[config.mk]
export PLATFORM = sky130hd
export DESIGN_NAME = pipeline_hazard_ctrl
export DESIGN_NICKNAME = d
export VERILOG_FILES = /design/src/rtl/pipeline_pkg.sv /design/src/rtl/stall_counter.sv /design/src/rtl/pipeline_hazard_ctrl.sv
export SDC_FILE = /design/constraint.sdc
export NUM_CORES = 1
export LEC_CHECK = 0
export BUFFER_PORTS_ARGS = -buffer_cell sky130_fd_sc_hd__buf_2
export CAP_MARGIN = 20
export CORE_MARGIN = 2
export CORE_UTILIZATION = 50
export CTS_BUF_LIST = sky130_fd_sc_hd__clkbuf_8 sky130_fd_sc_hd__clkbuf_16
export DETAILED_ROUTE_END_ITERATION = 6
export HOLD_SLACK_MARGIN = 0.1
export PLACE_DENSITY = 0.87
export SLEW_MARGIN = 30
export SYNTH_ARGS = -nofsm -noshare
export SYNTH_HDL_FRONTEND = slang
export SYNTH_SLANG_ARGS = --single-unit
[constraint.sdc]
create_clock -name clk -period 2.8 [get_ports clk]
set_input_delay 0.56 -clock clk [delete_from_list [all_inputs] [get_ports clk]]
set_output_delay 0.56 -clock clk [all_outputs]
set_load 0.1 [all_outputs]
[src/rtl/pipeline_pkg.sv]
// Shared types and constants for the pipeline hazard controller.
package pipeline_pkg;

  localparam int REG_ADDR_W = 5;
  localparam int WAIT_CNT_W = 8;

  // RUN: normal flow; DWAIT: data memory has held the pipeline for at least one cycle
  typedef enum logic {
    RUN   = 1'b0,
    DWAIT = 1'b1
  } hz_state_e;

  // True when the instruction in ID needs the destination of a load still in EX.
  // Register x0 is hard-wired to zero, so it never creates a dependency.
  function automatic logic load_use_hit(
    input logic                  mem_read,
    input logic [REG_ADDR_W-1:0] rd,
    input logic [REG_ADDR_W-1:0] rs1,
    input logic [REG_ADDR_W-1:0] rs2,
    input logic                  use_rs1,
    input logic                  use_rs2
  );
    return mem_read && (rd != '0) &&
           ((use_rs1 && (rs1 == rd)) || (use_rs2 && (rs2 == rd)));
  endfunction

endpackage

[src/rtl/stall_counter.sv]
// Free-running performance counter of stalled cycles, wraps naturally.
module stall_counter #(
  parameter int CNT_W = 32
) (
  input  logic             clk,
  input  logic             rst,
  input  logic             inc,
  output logic [CNT_W-1:0] count
);

  logic [CNT_W-1:0] count_q;

  // Count one per cycle with inc high; modulo 2^CNT_W wrap is intentional
  always_ff @(posedge clk) begin
    if (rst) begin
      count_q <= '0;
    end else if (inc) begin
      count_q <= count_q + CNT_W'(1);
    end
  end

  assign count = count_q;

endmodule

[src/rtl/pipeline_hazard_ctrl.sv]
// Hazard controller for a 5-stage pipeline: data-memory freeze with timeout,
// taken-branch flush, load-use interlock and instruction-fetch bubbles.
module pipeline_hazard_ctrl
  import pipeline_pkg::*;
#(
  parameter int MEM_TIMEOUT = 255,
  parameter int CNT_W       = 32
) (
  input  logic                  clk,
  input  logic                  rst,
  input  logic [REG_ADDR_W-1:0] id_rs1_addr,
  input  logic [REG_ADDR_W-1:0] id_rs2_addr,
  input  logic                  id_uses_rs1,
  input  logic                  id_uses_rs2,
  input  logic [REG_ADDR_W-1:0] ex_rd_addr,
  input  logic                  ex_mem_read,
  input  logic                  ex_branch_taken,
  input  logic                  imem_ready,
  input  logic                  dmem_req,
  input  logic                  dmem_ready,
  output logic                  pc_stall,
  output logic                  if_id_stall,
  output logic                  if_id_flush,
  output logic                  id_ex_stall,
  output logic                  id_ex_flush,
  output logic                  ex_mem_stall,
  output logic                  mem_wb_flush,
  output logic                  mem_timeout,
  output logic [CNT_W-1:0]      stall_cycles
);

  localparam logic [WAIT_CNT_W-1:0] TIMEOUT_LIM = WAIT_CNT_W'(MEM_TIMEOUT);
  localparam logic [WAIT_CNT_W-1:0] WAIT_MAX    = '1;

  hz_state_e             state_q, state_d;
  logic [WAIT_CNT_W-1:0] wait_cnt_q, wait_cnt_d;

  logic abort;
  logic freeze;
  logic load_use;

  // The access is given up once it has waited MEM_TIMEOUT cycles in DWAIT,
  // which also releases the freeze in that same cycle.
  assign abort    = (state_q == DWAIT) && (wait_cnt_q == TIMEOUT_LIM);
  assign freeze   = dmem_req && !dmem_ready && !abort;
  assign load_use = load_use_hit(ex_mem_read, ex_rd_addr, id_rs1_addr,
                                 id_rs2_addr, id_uses_rs1, id_uses_rs2);

  // Next state: stay in DWAIT exactly while frozen; counter only runs in DWAIT
  always_comb begin
    state_d    = freeze ? DWAIT : RUN;
    wait_cnt_d = '0;
    if ((state_q == DWAIT) && freeze) begin
      wait_cnt_d = (wait_cnt_q == WAIT_MAX) ? wait_cnt_q : wait_cnt_q + 1'b1;
    end
  end

  // State and wait-counter registers
  always_ff @(posedge clk) begin
    if (rst) begin
      state_q    <= RUN;
      wait_cnt_q <= '0;
    end else begin
      state_q    <= state_d;
      wait_cnt_q <= wait_cnt_d;
    end
  end

  // Prioritised control outputs: freeze > branch > load-use > fetch miss
  always_comb begin
    pc_stall     = 1'b0;
    if_id_stall  = 1'b0;
    if_id_flush  = 1'b0;
    id_ex_stall  = 1'b0;
    id_ex_flush  = 1'b0;
    ex_mem_stall = 1'b0;
    mem_wb_flush = 1'b0;
    mem_timeout  = 1'b0;
    if (!rst) begin
      if (freeze) begin
        pc_stall     = 1'b1;
        if_id_stall  = 1'b1;
        id_ex_stall  = 1'b1;
        ex_mem_stall = 1'b1;
        mem_wb_flush = 1'b1;
      end else begin
        // An aborted access must not be written back
        mem_wb_flush = abort;
        mem_timeout  = abort;
        if (ex_branch_taken) begin
          if_id_flush = 1'b1;
          id_ex_flush = 1'b1;
        end else if (load_use) begin
          pc_stall    = 1'b1;
          if_id_stall = 1'b1;
          id_ex_flush = 1'b1;
        end else if (!imem_ready) begin
          pc_stall    = 1'b1;
          if_id_flush = 1'b1;
        end
      end
    end
  end

  stall_counter #(
    .CNT_W (CNT_W)
  ) u_stall_counter (
    .clk   (clk),
    .rst   (rst),
    .inc   (pc_stall),
    .count (stall_cycles)
  );

endmodule

# Word-level counts from Yosys, hierarchy flattened
# Index checks and enable logic that the tools add are counted.
# word_totals
reg_bits	41
inputBits	24
elab_cells	44
# op_classes
n_addsub	2
n_eq_ne	3
mux	22
n_bitwise	1
reduce_logical	13
# op_table
op	count
32-bit by 1-bit adder with 32-bit output, second input constant	1
1-bit two-way mux	22
5-bit equality test	2
8-bit by 1-bit adder with 8-bit output, second input constant	1
8-bit equality test, second input constant	1
1-bit logical AND	8
5-bit nonzero test	1
1-bit logical NOT	2
2-bit OR reduction	1
1-bit logical OR	1
1-bit NOT	1

# Depth between registers and ports, before layout
# logic_depth
depth_word	8
depth_mapped	9
ltp_nobuf	8

# Hierarchy
# A second synthesis with hierarchy kept.
# unflattened
cells_unflattened	255
hier_area_um2	2195.9
# modules_own_cells
module	n_inst	cells_per_inst	area_each_um2	seq_area_each_um2
stall_counter	1	181	1564.0	640.6
pipeline_hazard_ctrl	1	74	631.9	180.2

# Worst setup path after synthesis
# Ideal clock, no wire load.
# synth_path
path_type	input port to output port
start	input ex_rd_addr[2]
end	output pc_stall
t_arrival_ps	2707
required_ps	2240
setup_slack_ps	-467
cell_stages	5
path_buffers	0
cell_sequence	xnor2_1 > nand4_1 > o22ai_2 > nand2_1 > a21oi_1
# synth_between
elab_chain_cells	8
# synth_rtl
element	line_no	source
start, declared	pipeline_hazard_ctrl.sv:15	input logic [REG_ADDR_W-1:0] ex_rd_addr,
5-bit equality test	pipeline_pkg.sv:24	((use_rs1 && (rs1 == rd)) || (use_rs2 && (rs2 == rd)));
1-bit logical AND	pipeline_pkg.sv:24	
1-bit logical OR	pipeline_pkg.sv:24	
1-bit logical AND *	pipeline_pkg.sv:23	return mem_read && (rd != '0) &&
1-bit two-way mux *	pipeline_hazard_ctrl.sv:93	end else if (load_use) begin
1-bit two-way mux *	pipeline_hazard_ctrl.sv:90	if (ex_branch_taken) begin
1-bit two-way mux *	pipeline_hazard_ctrl.sv:80	if (freeze) begin
1-bit two-way mux *	pipeline_hazard_ctrl.sv:79	if (!rst) begin
end, declared	pipeline_hazard_ctrl.sv:21	output logic pc_stall,
# Mark *: on every way between the ends. The rest lies on a longest branch, timed or not.

# Final worst setup path
# layout_path
start	input ex_rd_addr[1]
end	output id_ex_flush
# layout_between
elab_chain_cells	8
# layout_rtl
element	line_no	source
5-bit equality test	pipeline_pkg.sv:24	
1-bit logical AND	pipeline_pkg.sv:24	
1-bit logical OR	pipeline_pkg.sv:24	
1-bit logical AND *	pipeline_pkg.sv:23	
1-bit two-way mux *	pipeline_hazard_ctrl.sv:93	
1-bit two-way mux *	pipeline_hazard_ctrl.sv:90	
1-bit two-way mux *	pipeline_hazard_ctrl.sv:80	
1-bit two-way mux *	pipeline_hazard_ctrl.sv:79	
end, declared	pipeline_hazard_ctrl.sv:25	output logic id_ex_flush,
# Marked as above.

==> summary.md <==
| Metric | Value |
|---|---|
| Max_cap viols | `0` |
| Hpwl dp | `3.60 mm` |
| P per Cell Area | `463 nW/um^2` |
| R2R cell count | `8` |
| Cell taking the most area after synthesis | `dfxtp_1` |
| End of the worst register-to-register path | `u_stall_counter.count[11]` |
| Crit path DAT | `2.04 ns` |
| Count of pins over their slew limit | `0` |
| Period utilization | `93.0%` |
| Vias in the first global route | `1897` |
| Remaining DRCs | `0` |
| Initial antenna violation count | `0` |
| Top cells by count, synth | `50 x nor2_1, 41 x dfxtp_1, 32 x xnor2_1` |
| Hold Vio Cnt, Final | `0` |
| Routed len/inst | `12.7 microns` |
| Top cells by area, synth | `dfxtp_1 38%, xnor2_1 13%, nor2_1 8.8%` |
| Syn Area/Cell | `8.35 sq um` |
| Final wirelength | `4.73 mm` |
| CP Launch Type | `input port` |
| # IOs | `64` |
| Crit. End Element | `primary output` |
| CTS resizes | `0` |
| Result of the run | `finished clean` |
| Seq/Total Area, Yosys | `38.4%` |
| Min-delay worst type | `reg -> reg` |
| TritonCTS buffer count | `5` |
| Slew HR | `67.3%` |
| Antenna cells | `0` |
| Die ar. | `4810 sq um` |
| Required @ worst endpoint | `2.24 ns` |
| Post-Syn Instances | `256` |
| Rows | `23` |
| Die W | `69.4 microns` |
| Clock buffer depth | `2` |
| FF-to-FF setup slack | `0.71 ns` |
| Flops & latches, synth | `41` |
| H-tree depth | `2` |
| Vias | `1955` |
| GP Congestion | `0.828` |
| Yosys cell types | `41` |
| Area growth from synthesis to layout | `24.0%` |
| Post-Syn Area | `2140 sq um` |
| Top_reg_cell synth | `dfxtp_1` |
| Leak Pwr | `1.07 nW` |
| Most frequently used cell type in the post-synthesis netlist | `nor2_1` |
| Pwr Total | `1.23 mW` |
| Number of synthesized flops with an enable pin | `0` |
| Height of the die | `69.4 microns` |
| Post-cts hold buffer count | `0` |
| F_max | `384 MHz` |
| Clk slew on worst S/H paths | `0.08 ns` |
| Hold Worst Slack | `0.437 ns` |
| Vias per inst | `5.26` |
| Number of port buffers | `63` |
| Final nets | `347` |
| Filler instances | `330` |
| Min Clock Period, post-route | `2.60 ns` |
| Worst Tran Pin Value | `0.494 ns` |
| Core area | `4060 sq um` |
| TritonCTS clock tree | `built` |
| Yosys top cell area share | `38.4%` |
| Postcts setup bufs | `0` |
| Ys Warns | `0` |
| Hold EP | `wait_cnt_q[0]` |
| First-pass GRT wire length | `8.16 mm` |
| Starting Density | `52.7%` |
| Largest net degree at the start of global routing | `31` |
| CP max FO | `3` |
| First DRT Iteration DRCs | `116` |
| Drt first pass iters | `4` |
| Reg2reg start | `wait_cnt_q[3]` |
| Share of cells above drive strength 1 | `28.3%` |
| Hold Path Stages | `1` |
| Root Driver | `clkbuf_8` |
| Post-Syn Nets | `282` |
| CTS sink cnt | `41` |
| Gr usage total | `20.5%` |
| Clk Latency, worst-skew pair | `0.29 ns` |
| ANT nets after route | `0` |
| Ys async rst share | `0%` |
| Skew final | `0.00676 ns` |
| Setup CP Type | `in -> out` |
| RSZ-0062 raised after global routing | `no` |
| VDD IR max | `0.425 mV` |
| Final setup viols | `0` |
| Min-delay src | `wait_cnt_q[0]` |
| Global route total overflow | `0` |
==> stage by stage <==
step	TNS [ns]	worst slack [ns]	utilization (%)	instance area (sq um)	instances
6_report	0	0.196	65.3	2650	372
5_1_grt	0	0.119	65.3	2650	372
4_1_cts	0	0.189	65.3	2650	372
3_5_place_dp	0	0.192	62.4	2530	364
3_3_place_gp	0	0.200	62.4	2530	364
2_1_floorplan	-0.00225	-0.00225	-	2150	256
==> layer usage <==
metal	vias to the layer above	part of all wire (%)	track usage [%]
met5	-	0	0
met2	44	50	36.8
met3	7	4.3	4.80
met4	0	1.3	6.97
li1	1000	-	-
met1	904	44	24.0
==> final cells by class <==
cell class | instances | area (sq um) | area share, %
Clock buffer | 6 | 82.6 | 3.12
Tap cell | 50 | 62.6 | 2.36
Clock inverter | 2 | 33.8 | 1.27
Inverter | 5 | 18.8 | 0.708
Multi-Input combinational cell | 202 | 1260 | 47.7
Sequential cell | 41 | 821 | 31.0
Timing Repair Buffer | 66 | 368 | 13.9
==> logic make-up after synthesis <==
kind of cell               Yosys count  synth area share [%]
AOI/OAI and AO/OA                   24                  7.90
buffers and inverters               13                  2.99
and+or+nand+nor                    134                  31.9
adders and majority gates            2                  1.17
muxes                                1                 0.527
DFF                                 41                  38.4
xor gates and xnor gates            41                  17.2
==> state kept, by name, indices dropped and copies added, names as in the netlist <==
register	flops
u_stall_counter.count	32
wait_cnt_q	8
state_q	1
==> placed cells by master (no fill, tap or decap), types with 4 or more instances in the layout <==
cell,n
buf_2,61
nor2_1,49
dfxtp_1,41
xnor2_1,32
nand2_1,25
nor3_1,10
nand3_1,9
nand4_1,8
a21oi_1,8
xor2_1,8
or4_1,6
inv_1,6
clkbuf_8,6
nor4_1,4
o21ai_0,4
==> worst max-delay path: stages <==
cell	delay, ns
buf_2	0.12
or4_1	0.53
o21ai_2	0.17
and2b_1	0.21
o21a_1	0.16
buf_2	0.28
==> where the power goes <==
group	switching (mW)	leakage [nW]	internal, mW
logic	0.107	0.673	0.0467
registers	0.00574	0.331	0.587
clock network	0.193	0.0626	0.287
total	0.306	1.07	0.920
==> how the worst max path moves through the flow <==
stage                  start     endpoint  slack, ns
2_1_floorplan            rst  mem_timeout     -0.002
3_3_place_gp   ex_rd_addr[1]  id_ex_flush       0.20
3_5_place_dp   ex_rd_addr[1]  id_ex_flush       0.19
4_1_cts        ex_rd_addr[1]  id_ex_flush       0.19
5_1_grt        ex_rd_addr[1]  id_ex_flush       0.12
6_report       ex_rd_addr[1]  id_ex_flush       0.20
No activity file was read; power rests on OpenSTA's default activity.
